$ cat config.mk
export PLATFORM = sky130hd
export DESIGN_NAME = video_sync_decoder
export DESIGN_NICKNAME = d
export VERILOG_FILES = /design/src/rtl/video_timing_pkg.sv /design/src/rtl/sync_edge_detect.sv /design/src/rtl/video_sync_decoder.sv
export SDC_FILE = /design/constraint.sdc
export NUM_CORES = 1
export LEC_CHECK = 0
export CORE_ASPECT_RATIO = 0.8
export CORE_MARGIN = 4
export CORE_UTILIZATION = 50
export DETAILED_ROUTE_END_ITERATION = 10
export PLACE_DENSITY = 0.75
export SETUP_SLACK_MARGIN = 0.2
export SYNTH_ARGS = -nofsm -noshare
export SYNTH_HDL_FRONTEND = slang
export SYNTH_SLANG_ARGS = --single-unit
$ cat constraint.sdc
create_clock -name clk -period 3.3 [get_ports clk]
set_input_delay 0.99 -clock clk [delete_from_list [all_inputs] [get_ports clk]]
set_output_delay 0.99 -clock clk [all_outputs]
set_load 0.02 [all_outputs]
$ cat src/rtl/video_timing_pkg.sv
// rtl/video_timing_pkg.sv - shared video timing constants, decoder state enum and pixel colour type
// Imported by the generator and by video_sync_decoder so both sides agree on one raster.
package video_timing_pkg;

  localparam int H_DISPLAY    = 256;
  localparam int H_FRONT      = 7;
  localparam int H_SYNC       = 23;
  localparam int H_BACK       = 23;
  localparam int H_TOTAL      = H_DISPLAY + H_FRONT + H_SYNC + H_BACK;
  localparam int H_SYNC_START = H_DISPLAY + H_FRONT;

  localparam int V_DISPLAY    = 240;
  localparam int V_BOTTOM     = 14;
  localparam int V_SYNC       = 3;
  localparam int V_TOP        = 5;
  localparam int V_TOTAL      = V_DISPLAY + V_BOTTOM + V_SYNC + V_TOP;
  localparam int V_SYNC_START = V_DISPLAY + V_BOTTOM;

  localparam int LOCK_FRAMES  = 2;
  localparam int LOSS_LINES   = 4;

  typedef enum logic [1:0] {
    SEARCH  = 2'd0,
    ACQUIRE = 2'd1,
    LOCKED  = 2'd2
  } sync_state_t;

  typedef logic [2:0] rgb_t;

endpackage

$ cat src/rtl/sync_edge_detect.sv
// rtl/sync_edge_detect.sv - rising-edge detector for one sync line with optional high-sample qualification
// Ports: clk, reset (sync, active-high), sig (raw sync input), edge_pulse (combinational, high on the
//        sample where sig has been high for exactly DEPTH consecutive samples).
module sync_edge_detect #(
  parameter int DEPTH = 1
) (
  input  logic clk,
  input  logic reset,
  input  logic sig,
  output logic edge_pulse
);

  logic [DEPTH-1:0] hist;

  generate
    if (DEPTH == 1) begin : g_single
      always_ff @(posedge clk) begin
        if (reset) hist <= 1'b0;
        else       hist <= sig;
      end
      assign edge_pulse = sig & ~hist[0];
    end else begin : g_multi
      always_ff @(posedge clk) begin
        if (reset) hist <= '0;
        else       hist <= {hist[DEPTH-2:0], sig};
      end
      // Current and the DEPTH-1 previous samples high, the one before that low.
      assign edge_pulse = sig & (&hist[DEPTH-2:0]) & ~hist[DEPTH-1];
    end
  endgenerate

endmodule

$ cat src/rtl/video_sync_decoder.sv
// rtl/video_sync_decoder.sv - recovers pixel position, display enable and lock from hsync/vsync/rgb
// Optional feature macro: SYNC_GLITCH_FILTER_EN (sync edges need two consecutive high samples).
// Ports: clk, reset (sync, active-high); hsync, vsync, rgb[2:0] inputs;
//        hpos[8:0], vpos[8:0], display_on, rgb_out[2:0], locked, frame_done outputs,
//        all registered and describing the input sample of the previous cycle.
module video_sync_decoder #(
  parameter int H_DISPLAY   = video_timing_pkg::H_DISPLAY,
  parameter int H_FRONT     = video_timing_pkg::H_FRONT,
  parameter int H_SYNC      = video_timing_pkg::H_SYNC,
  parameter int H_BACK      = video_timing_pkg::H_BACK,
  parameter int V_DISPLAY   = video_timing_pkg::V_DISPLAY,
  parameter int V_BOTTOM    = video_timing_pkg::V_BOTTOM,
  parameter int V_SYNC      = video_timing_pkg::V_SYNC,
  parameter int V_TOP       = video_timing_pkg::V_TOP,
  parameter int LOCK_FRAMES = video_timing_pkg::LOCK_FRAMES,
  parameter int LOSS_LINES  = video_timing_pkg::LOSS_LINES
) (
  input  logic       clk,
  input  logic       reset,
  input  logic       hsync,
  input  logic       vsync,
  input  logic [2:0] rgb,
  output logic [8:0] hpos,
  output logic [8:0] vpos,
  output logic       display_on,
  output logic [2:0] rgb_out,
  output logic       locked,
  output logic       frame_done
);

  import video_timing_pkg::*;

`ifdef SYNC_GLITCH_FILTER_EN
  // A qualified edge is seen one sample after the sync rise, so it marks H_SYNC_START+1.
  localparam int EDGE_DEPTH = 2;
  localparam int EDGE_SKEW  = 1;
`else
  localparam int EDGE_DEPTH = 1;
  localparam int EDGE_SKEW  = 0;
`endif

  localparam int         H_TOTAL_I = H_DISPLAY + H_FRONT + H_SYNC + H_BACK;
  localparam int         V_TOTAL_I = V_DISPLAY + V_BOTTOM + V_SYNC + V_TOP;
  localparam logic [8:0] H_LAST    = 9'(H_TOTAL_I - 1);
  localparam logic [8:0] V_LAST    = 9'(V_TOTAL_I - 1);
  localparam logic [8:0] H_EDGE    = 9'(H_DISPLAY + H_FRONT + EDGE_SKEW);
  localparam logic [8:0] V_EDGE    = 9'(V_DISPLAY + V_BOTTOM);
  localparam logic [8:0] H_VIS     = 9'(H_DISPLAY);
  localparam logic [8:0] V_VIS     = 9'(V_DISPLAY);
  localparam logic [7:0] LOCK_N    = 8'(LOCK_FRAMES);
  localparam logic [7:0] LOSS_N    = 8'(LOSS_LINES);

  logic        hs_edge, vs_edge;
  logic [8:0]  hcnt, vcnt;
  logic [8:0]  pos_h, pos_v, nxt_h, nxt_v;
  logic        h_wrap, at_check;
  logic        line_good, line_bad, frame_bad;
  logic        gain_lock, drop_lock, lock_next;
  logic [7:0]  frame_cnt, miss_cnt;
  sync_state_t state;

  sync_edge_detect #(.DEPTH(EDGE_DEPTH)) u_hs_edge (
    .clk       (clk),
    .reset     (reset),
    .sig       (hsync),
    .edge_pulse(hs_edge)
  );

  sync_edge_detect #(.DEPTH(EDGE_DEPTH)) u_vs_edge (
    .clk       (clk),
    .reset     (reset),
    .sig       (vsync),
    .edge_pulse(vs_edge)
  );

  always_comb begin
    // hcnt/vcnt hold the predicted position of the current sample; edges override it.
    pos_h    = hs_edge ? H_EDGE : hcnt;
    pos_v    = vs_edge ? V_EDGE : vcnt;
    h_wrap   = (pos_h == H_LAST);
    nxt_h    = h_wrap ? 9'd0 : pos_h + 9'd1;
    // A vertical edge pins the line even if the same sample ends a line.
    if (vs_edge)     nxt_v = V_EDGE;
    else if (h_wrap) nxt_v = (vcnt == V_LAST) ? 9'd0 : vcnt + 9'd1;
    else             nxt_v = vcnt;

    // One check per line: an edge exactly at the expected spot is good; an edge
    // elsewhere or the expected spot passing without an edge is bad.
    at_check  = (hcnt == H_EDGE);
    line_good = hs_edge & at_check;
    line_bad  = hs_edge ^ at_check;
    frame_bad = vs_edge & (vcnt != V_EDGE);

    gain_lock = (state == ACQUIRE) & ~line_bad & ~frame_bad & vs_edge &
                (frame_cnt + 8'd1 == LOCK_N);
    drop_lock = (state == LOCKED) &
                (frame_bad | (line_bad & (miss_cnt + 8'd1 == LOSS_N)));
    lock_next = ((state == LOCKED) & ~drop_lock) | gain_lock;
  end

  always_ff @(posedge clk) begin
    if (reset) begin
      state      <= SEARCH;
      frame_cnt  <= 8'd0;
      miss_cnt   <= 8'd0;
      hcnt       <= 9'd0;
      vcnt       <= 9'd0;
      hpos       <= 9'd0;
      vpos       <= 9'd0;
      rgb_out    <= 3'd0;
      display_on <= 1'b0;
      locked     <= 1'b0;
      frame_done <= 1'b0;
    end else begin
      hcnt       <= nxt_h;
      vcnt       <= nxt_v;
      hpos       <= pos_h;
      vpos       <= pos_v;
      rgb_out    <= rgb_t'(rgb);
      locked     <= lock_next;
      display_on <= lock_next & (pos_h < H_VIS) & (pos_v < V_VIS);
      // vpos still holds the previous sample's line here.
      frame_done <= lock_next & (pos_v == 9'd0) & (vpos == V_LAST);

      unique case (state)
        SEARCH: begin
          if (vs_edge) begin
            state     <= ACQUIRE;
            frame_cnt <= 8'd0;
          end
        end
        ACQUIRE: begin
          if (line_bad || frame_bad) begin
            state <= SEARCH;
          end else if (gain_lock) begin
            state    <= LOCKED;
            miss_cnt <= 8'd0;
          end else if (vs_edge) begin
            frame_cnt <= frame_cnt + 8'd1;
          end
        end
        LOCKED: begin
          if (drop_lock)      state    <= SEARCH;
          else if (line_bad)  miss_cnt <= miss_cnt + 8'd1;
          else if (line_good) miss_cnt <= 8'd0;
        end
        default: state <= SEARCH;
      endcase
    end
  end

endmodule

After elaboration in Yosys (flattened, before gate mapping)
Cells that the tools add are included.

Flip-flop bits (word level): 62. Logic and storage cells: 93. Input port bits: 7.

Multiplexer cells: 21. Bitwise gates (word level): 23. Add/sub/neg operators: 4. Eq/ne operators: 18. $lt $le $gt $ge: 2. Reductions and logical operators: 11.

Operator list (count): 2-to-1 mux 8 bit (11); equality test 9 bit (second input constant) (4); case mux 8 bit (2 select lines) (2); 2-to-1 mux 9 bit (3); adder 9 x 1 -> 9 bit (second input constant) (2); adder 8 x 1 -> 8 bit (second input constant) (2); bitwise AND 1 bit (15); != test 2 bit (second input constant) (7); AND reduction 5 bit (2); zero test 9 bit (1); < comparator 9 x 8 -> 1 bit (second input constant) (1); < comparator 9 bit (second input constant) (1); != test 9 x 8 -> 1 bit (second input constant) (1); equality test 8 x 2 -> 1 bit (second input constant) (1); equality test 8 x 3 -> 1 bit (second input constant) (1); 2-to-1 mux 2 bit (4); case mux 2 bit (3 select lines) (1); nonzero test 2 bit (3); inverter 1 bit (5); OR reduction 2 bit (2); != test 3 x 2 -> 1 bit (second input constant) (1); != test 3 bit (second input constant) (1); AND reduction 3 bit (1); equality test 2 x 1 -> 1 bit (second input constant) (1); 5 further kinds (6).

Longest topological paths before layout
Gate-level depths: netlist of the first run.

Depth after elaboration: 11. Mapped depth: 11.

Modules after synthesis
Synthesis of the first run repeated with hierarchy kept, for this count alone.

Cell total of the unflattened synthesis: 334. Area total of the unflattened synthesis: 2942.8 sq um.

By module, submodules not included: video_sync_decoder (cells an instance 328, seq. area each 1201.2 sq um, instances 1, area each 2847.7 sq um); sync_edge_detect (cells an instance 3, seq. area each 20.0 sq um, instances 2, area each 47.5 sq um).

Worst setup path before layout of the first run
Ideal clock, no wire load.

Kind: input port to flip-flop. Start point: in hsync. End point: reg miss_cnt[4]. Stages: 11. Setup slack: -91 ps. Required time: 3226 ps. Arrival: 3317 ps. Cells stage by stage: nor2b_1 -> clkbuf_1 -> inv_1 -> clkbuf_1 -> ha_1 -> or3_1 -> buf_6 -> o41a_4 -> buf_6 -> or4_1 -> a31oi_1.

Word-level cells in the longest chain between the ends: 9. Elaborated cells between the ends (all ways): 20.

Ends and longest elaborated chain: start, declared (RTL line video_sync_decoder.sv:20) `input logic hsync,`; bitwise AND 1 bit (*) (RTL line sync_edge_detect.sv:21) `assign edge_pulse = sig & ~hist[0];`; XOR 1 bit (RTL line video_sync_decoder.sv:91) `line_bad = hs_edge ^ at_check;`; inverter 1 bit (RTL line video_sync_decoder.sv:94) `gain_lock = (state == ACQUIRE) & ~line_bad & ~frame_bad & vs_edge &`; bitwise AND 1 bit (4 in a row) (RTL line video_sync_decoder.sv:94); != test 2 bit (no line); AND reduction 5 bit (no line); end signal, assigned (RTL line video_sync_decoder.sv:144) `else if (line_bad) miss_cnt <= miss_cnt + 8'd1;`; end, declared (RTL line video_sync_decoder.sv:59) `logic [7:0] frame_cnt, miss_cnt;`.

Mark *: on every way between the ends. The rest lies on a longest branch, timed or not. The select of a mux whose other input is x is not followed. A chain may end at the register's enable or synchronous reset.

Final worst setup path of the first run
Start point: in hsync. End point: reg miss_cnt[7].

Same word-level chain as after synthesis.

==> results of run 1 <==
==> flip-flops by register name, summed over array words and instances (netlist names) <==
register	flops
locked	1
display_on	1
state	2
vcnt	9
hcnt	9
u_vs_edge.hist	1
miss_cnt	8
frame_cnt	8
frame_done	1
vpos	9
rgb_out	3
u_hs_edge.hist	1
hpos	9
==> through the flow <==
| step | utilization [%] | worst slack (ns) | hold WS, ns | setup TNS (ns) | instances |
|---|---|---|---|---|---|
| 6_report | 64.58 | 0.2833 | 0.5073 | 0 | 450 |
| 5_1_grt | 64.58 | 0.2159 | 0.5483 | 0 | 450 |
| 4_1_cts | 63.99 | 0.2188 | 0.5099 | 0 | 448 |
| 3_5_place_dp | 59.85 | -0.1290 | 0.4934 | -0.6093 | 433 |
| 3_3_place_gp | 59.85 | 0.005534 | 0.4863 | 0 | 433 |
| 2_1_floorplan | - | 0.2030 | 0.4585 | 0 | 329 |
==> power breakdown <==
group	internal (mW)	switching (mW)	total (mW)
logic	0.0763	0.0894	0.166
registers	0.778	0.0275	0.806
clock network	0.463	0.282	0.744
==> cells by family (layout without fill, tap and decap cells) <==
| kind of cell | count (synthesis) | in the layout |
|---|---|---|
| compound gates | 72 | 72 |
| xor+xnor | 10 | 10 |
| fa+ha+maj | 9 | 9 |
| buf+inv | 28 | 71 |
| flops | 62 | 62 |
| simple gates | 148 | 148 |
==> metal layers <==
metal | vias up | wire, microns | global-route usage (%)
li1 | 1284 | - | -
met5 | - | 0 | 0
met2 | 75 | 2945 | 32.56
met4 | 0 | 33 | 5.203
met3 | 4 | 391 | 6.910
met1 | 1200 | 3217 | 26.17
==> cell usage in the layout, fill, tap and decap left out, types with 3 or more instances in the layout <==
| master | netlist | layout |
|---|---|---|
| dfxtp_1 | 62 | 62 |
| nor2_1 | 37 | 37 |
| clkdlybuf4s50_1 | 0 | 30 |
| nand3_1 | 16 | 16 |
| nand2_1 | 16 | 16 |
| a21oi_1 | 15 | 15 |
| o21ai_0 | 17 | 15 |
| buf_4 | 0 | 15 |
| and3_1 | 14 | 14 |
| clkbuf_8 | 0 | 11 |
| a31oi_1 | 10 | 10 |
| inv_1 | 10 | 9 |
| nor3_1 | 9 | 9 |
| xor2_1 | 8 | 8 |
| ha_1 | 9 | 8 |
| nand4_1 | 7 | 7 |
| nor2b_1 | 8 | 7 |
| or4_1 | 7 | 7 |
| nand2b_1 | 5 | 5 |
| nand3b_1 | 5 | 5 |
| and4_1 | 4 | 4 |
| nor4_1 | 4 | 4 |
| o31ai_1 | 4 | 4 |
| o211ai_1 | 4 | 4 |
| and2_1 | 3 | 3 |
| or3_1 | 3 | 3 |
| nor4b_1 | 4 | 3 |
| o311ai_0 | 3 | 3 |
| o41ai_1 | 3 | 3 |
==> final cells by class <==
class                           count  area, sq um  share of cell area [%]
Multi-Input combinational cell    239         1551                   43.48
Tap cell                           78        97.59                   2.735
Clock inverter                      3        67.56                   1.893
Clock buffer                       12        155.1                   4.348
Timing Repair Buffer               46        417.9                   11.71
Inverter                           10        37.54                   1.052
Sequential cell                    62         1241                   34.78
==> worst min-delay path by stage <==
stage,depth (start not counted),start,end,slack [ns]
global placement,2,miss_cnt[1],miss_cnt[1],0.49
CTS,2,hcnt[0],hpos[0],0.51
detailed placement,2,hcnt[0],hpos[0],0.49
finish,2,hcnt[0],hpos[0],0.51
global route,2,hcnt[0],hpos[0],0.55
floorplan,1,hcnt[8],display_on,0.46
==> repair_timing <==
item | in CTS | in global routing
buffers inserted | 0 | 2
hold endpoints to repair | 0 | 0
resized for setup | 1 | 7
hold buffers | 0 | 0
pin swaps | 0 | 2
endpoints found under the setup margin | 1 | 10
==> critical path: stages <==
cell	delay [ns]
clkdlybuf4s50_1	0.48
nor2b_4	0.16
inv_2	0.06
ha_4	0.24
nand3_1	0.06
a21oi_1	0.06
o41a_4	0.51
or4_1	0.52
a31oi_1	0.18
==> reports/qor.txt, run 1 <==
Largest net degree at the start of global routing = 41
Worst Path Max Fanout = 7
First-pass GRT wire length = 11.20 mm
Post-synthesis mux area share = 0%
Layout filler cell count = 469
Placer Congestion = 0.8415
Startpoint type of the worst setup path = input pin
Number of buffers created by CTS = 9
Clock sink total = 62
Worst Path Arrival = 3.28 ns
Antenna-violating nets left = 0
Post-route clock period utilization = 91.42%
DRT Wirelength = 6.588 mm
Top_reg_cell synth = dfxtp_1
Synth Area in XOR/XNOR = 3.042%
Syn_area_per_cell = 8.751 sq um
Port Buffers = 30
Synth cell count leaders = dfxtp_1, nor2_1, o21ai_0
Final Hold Fails = 0
Vias per cell = 5.696
Antenna violations before repair = 0
End point of the critical path = miss_cnt[7]
Vias in the first global route = 2401
CTS root buf = clkbuf_8
Syn Nets = 345
Starting Density = 52.11%
# nets final = 384
Overall Power = 1.716 mW
Synth cell types = 49
H-tree level count = 3
Placeable core region = 5525 sq um
Register-to-Register Path Depth = 8
Top cell type's share of synthesized area = 43.11%
Peak Freq = 0.3315 GHz
I/O Pins = 31
Cell with the most instances after synthesis = dfxtp_1
Worst hold-check path type = register to register
CP Class = input pin to register
Final Cell Area = 3568 sq um
Post-DP Area = 3307 sq um
Run status = finished, final reports clean
Critical Path RT = 3.56 ns
# diodes = 0
Final setup violation count = 0
Area Overhead vs Synth = 23.95%
Die ar. = 7044 sq um
DR WL/cell = 14.64 microns
R2r endpoint = miss_cnt[7]
Clock slew at reported path FFs = 0.07 ns
RR Startpoint = hcnt[6]
Largest family of logic cells by synthesized area = simple AND/OR/NAND/NOR gates
Die Y = 75.87 microns
Post-synth EDFFs = 0
R2r setup slk = 0.43 ns
Worst setup EP type = register
Maximum vdd drop = 0.4089 mV
Top area cells in the synthesized netlist = dfxtp_1, nor2_1, ha_1, and3_1, o21ai_0
Power Density = 480.9 nW/um^2
Least-Margin Pin Slew = 0.4602 ns
Final min period = 3.017 ns
Slew HR = 69.29%
Synth Area in Compound Gates = 17.38%
Num rows = 24
Area leader, netlist = dfxtp_1
Post-Synth Adder-Cell Area = 3.911%
Total iterations of the first detailed-routing run = 7
Leakage power = 1.335 nW
Post-Synthesis Cells = 329
GRT Util Overall = 20.14%
Final HPWL DP = 4.539 mm
Max Slew Vio Count = 0
Initial DRC count = 190
DRC violations left = 0
Clock latency on the worst-skew pair = 0.34 ns
Yosys reg bits = 62
CTS tree = built
RSZ-0062 raised after global routing = no
Async set-or-reset flop fraction in the synthesized netlist = 0%
Ys Warns = 0
Vias = 2563
Die X = 92.84 microns
Area of the mapped netlist = 2879 sq um
Worst clock skew = 0.005867 ns
Simple-Gate Fraction of Synth Area = 28.21%
Crit path from = hsync
Max Cap Viol = 0
Share of layout cells above drive strength 1 = 11.02%
CTS Buffer Depth = 2
Seq/Total Area, Yosys = 43.11%
GRT overflow = 0
Note: power is estimated with default switching activity, not from simulation.
==> run 2: changes to the inputs <==
--- a/config.mk
+++ b/config.mk
@@ -5,6 +5,8 @@
 export SDC_FILE = /design/constraint.sdc
 export NUM_CORES = 1
 export LEC_CHECK = 0
+export ABC_CLOCK_PERIOD_IN_PS = 3300
+export CAP_MARGIN = 5
 export CORE_ASPECT_RATIO = 0.8
 export CORE_MARGIN = 4
 export CORE_UTILIZATION = 50
==> results of run 2 <==
No change in the layout: final DEF, timing and power equal those of run 1.
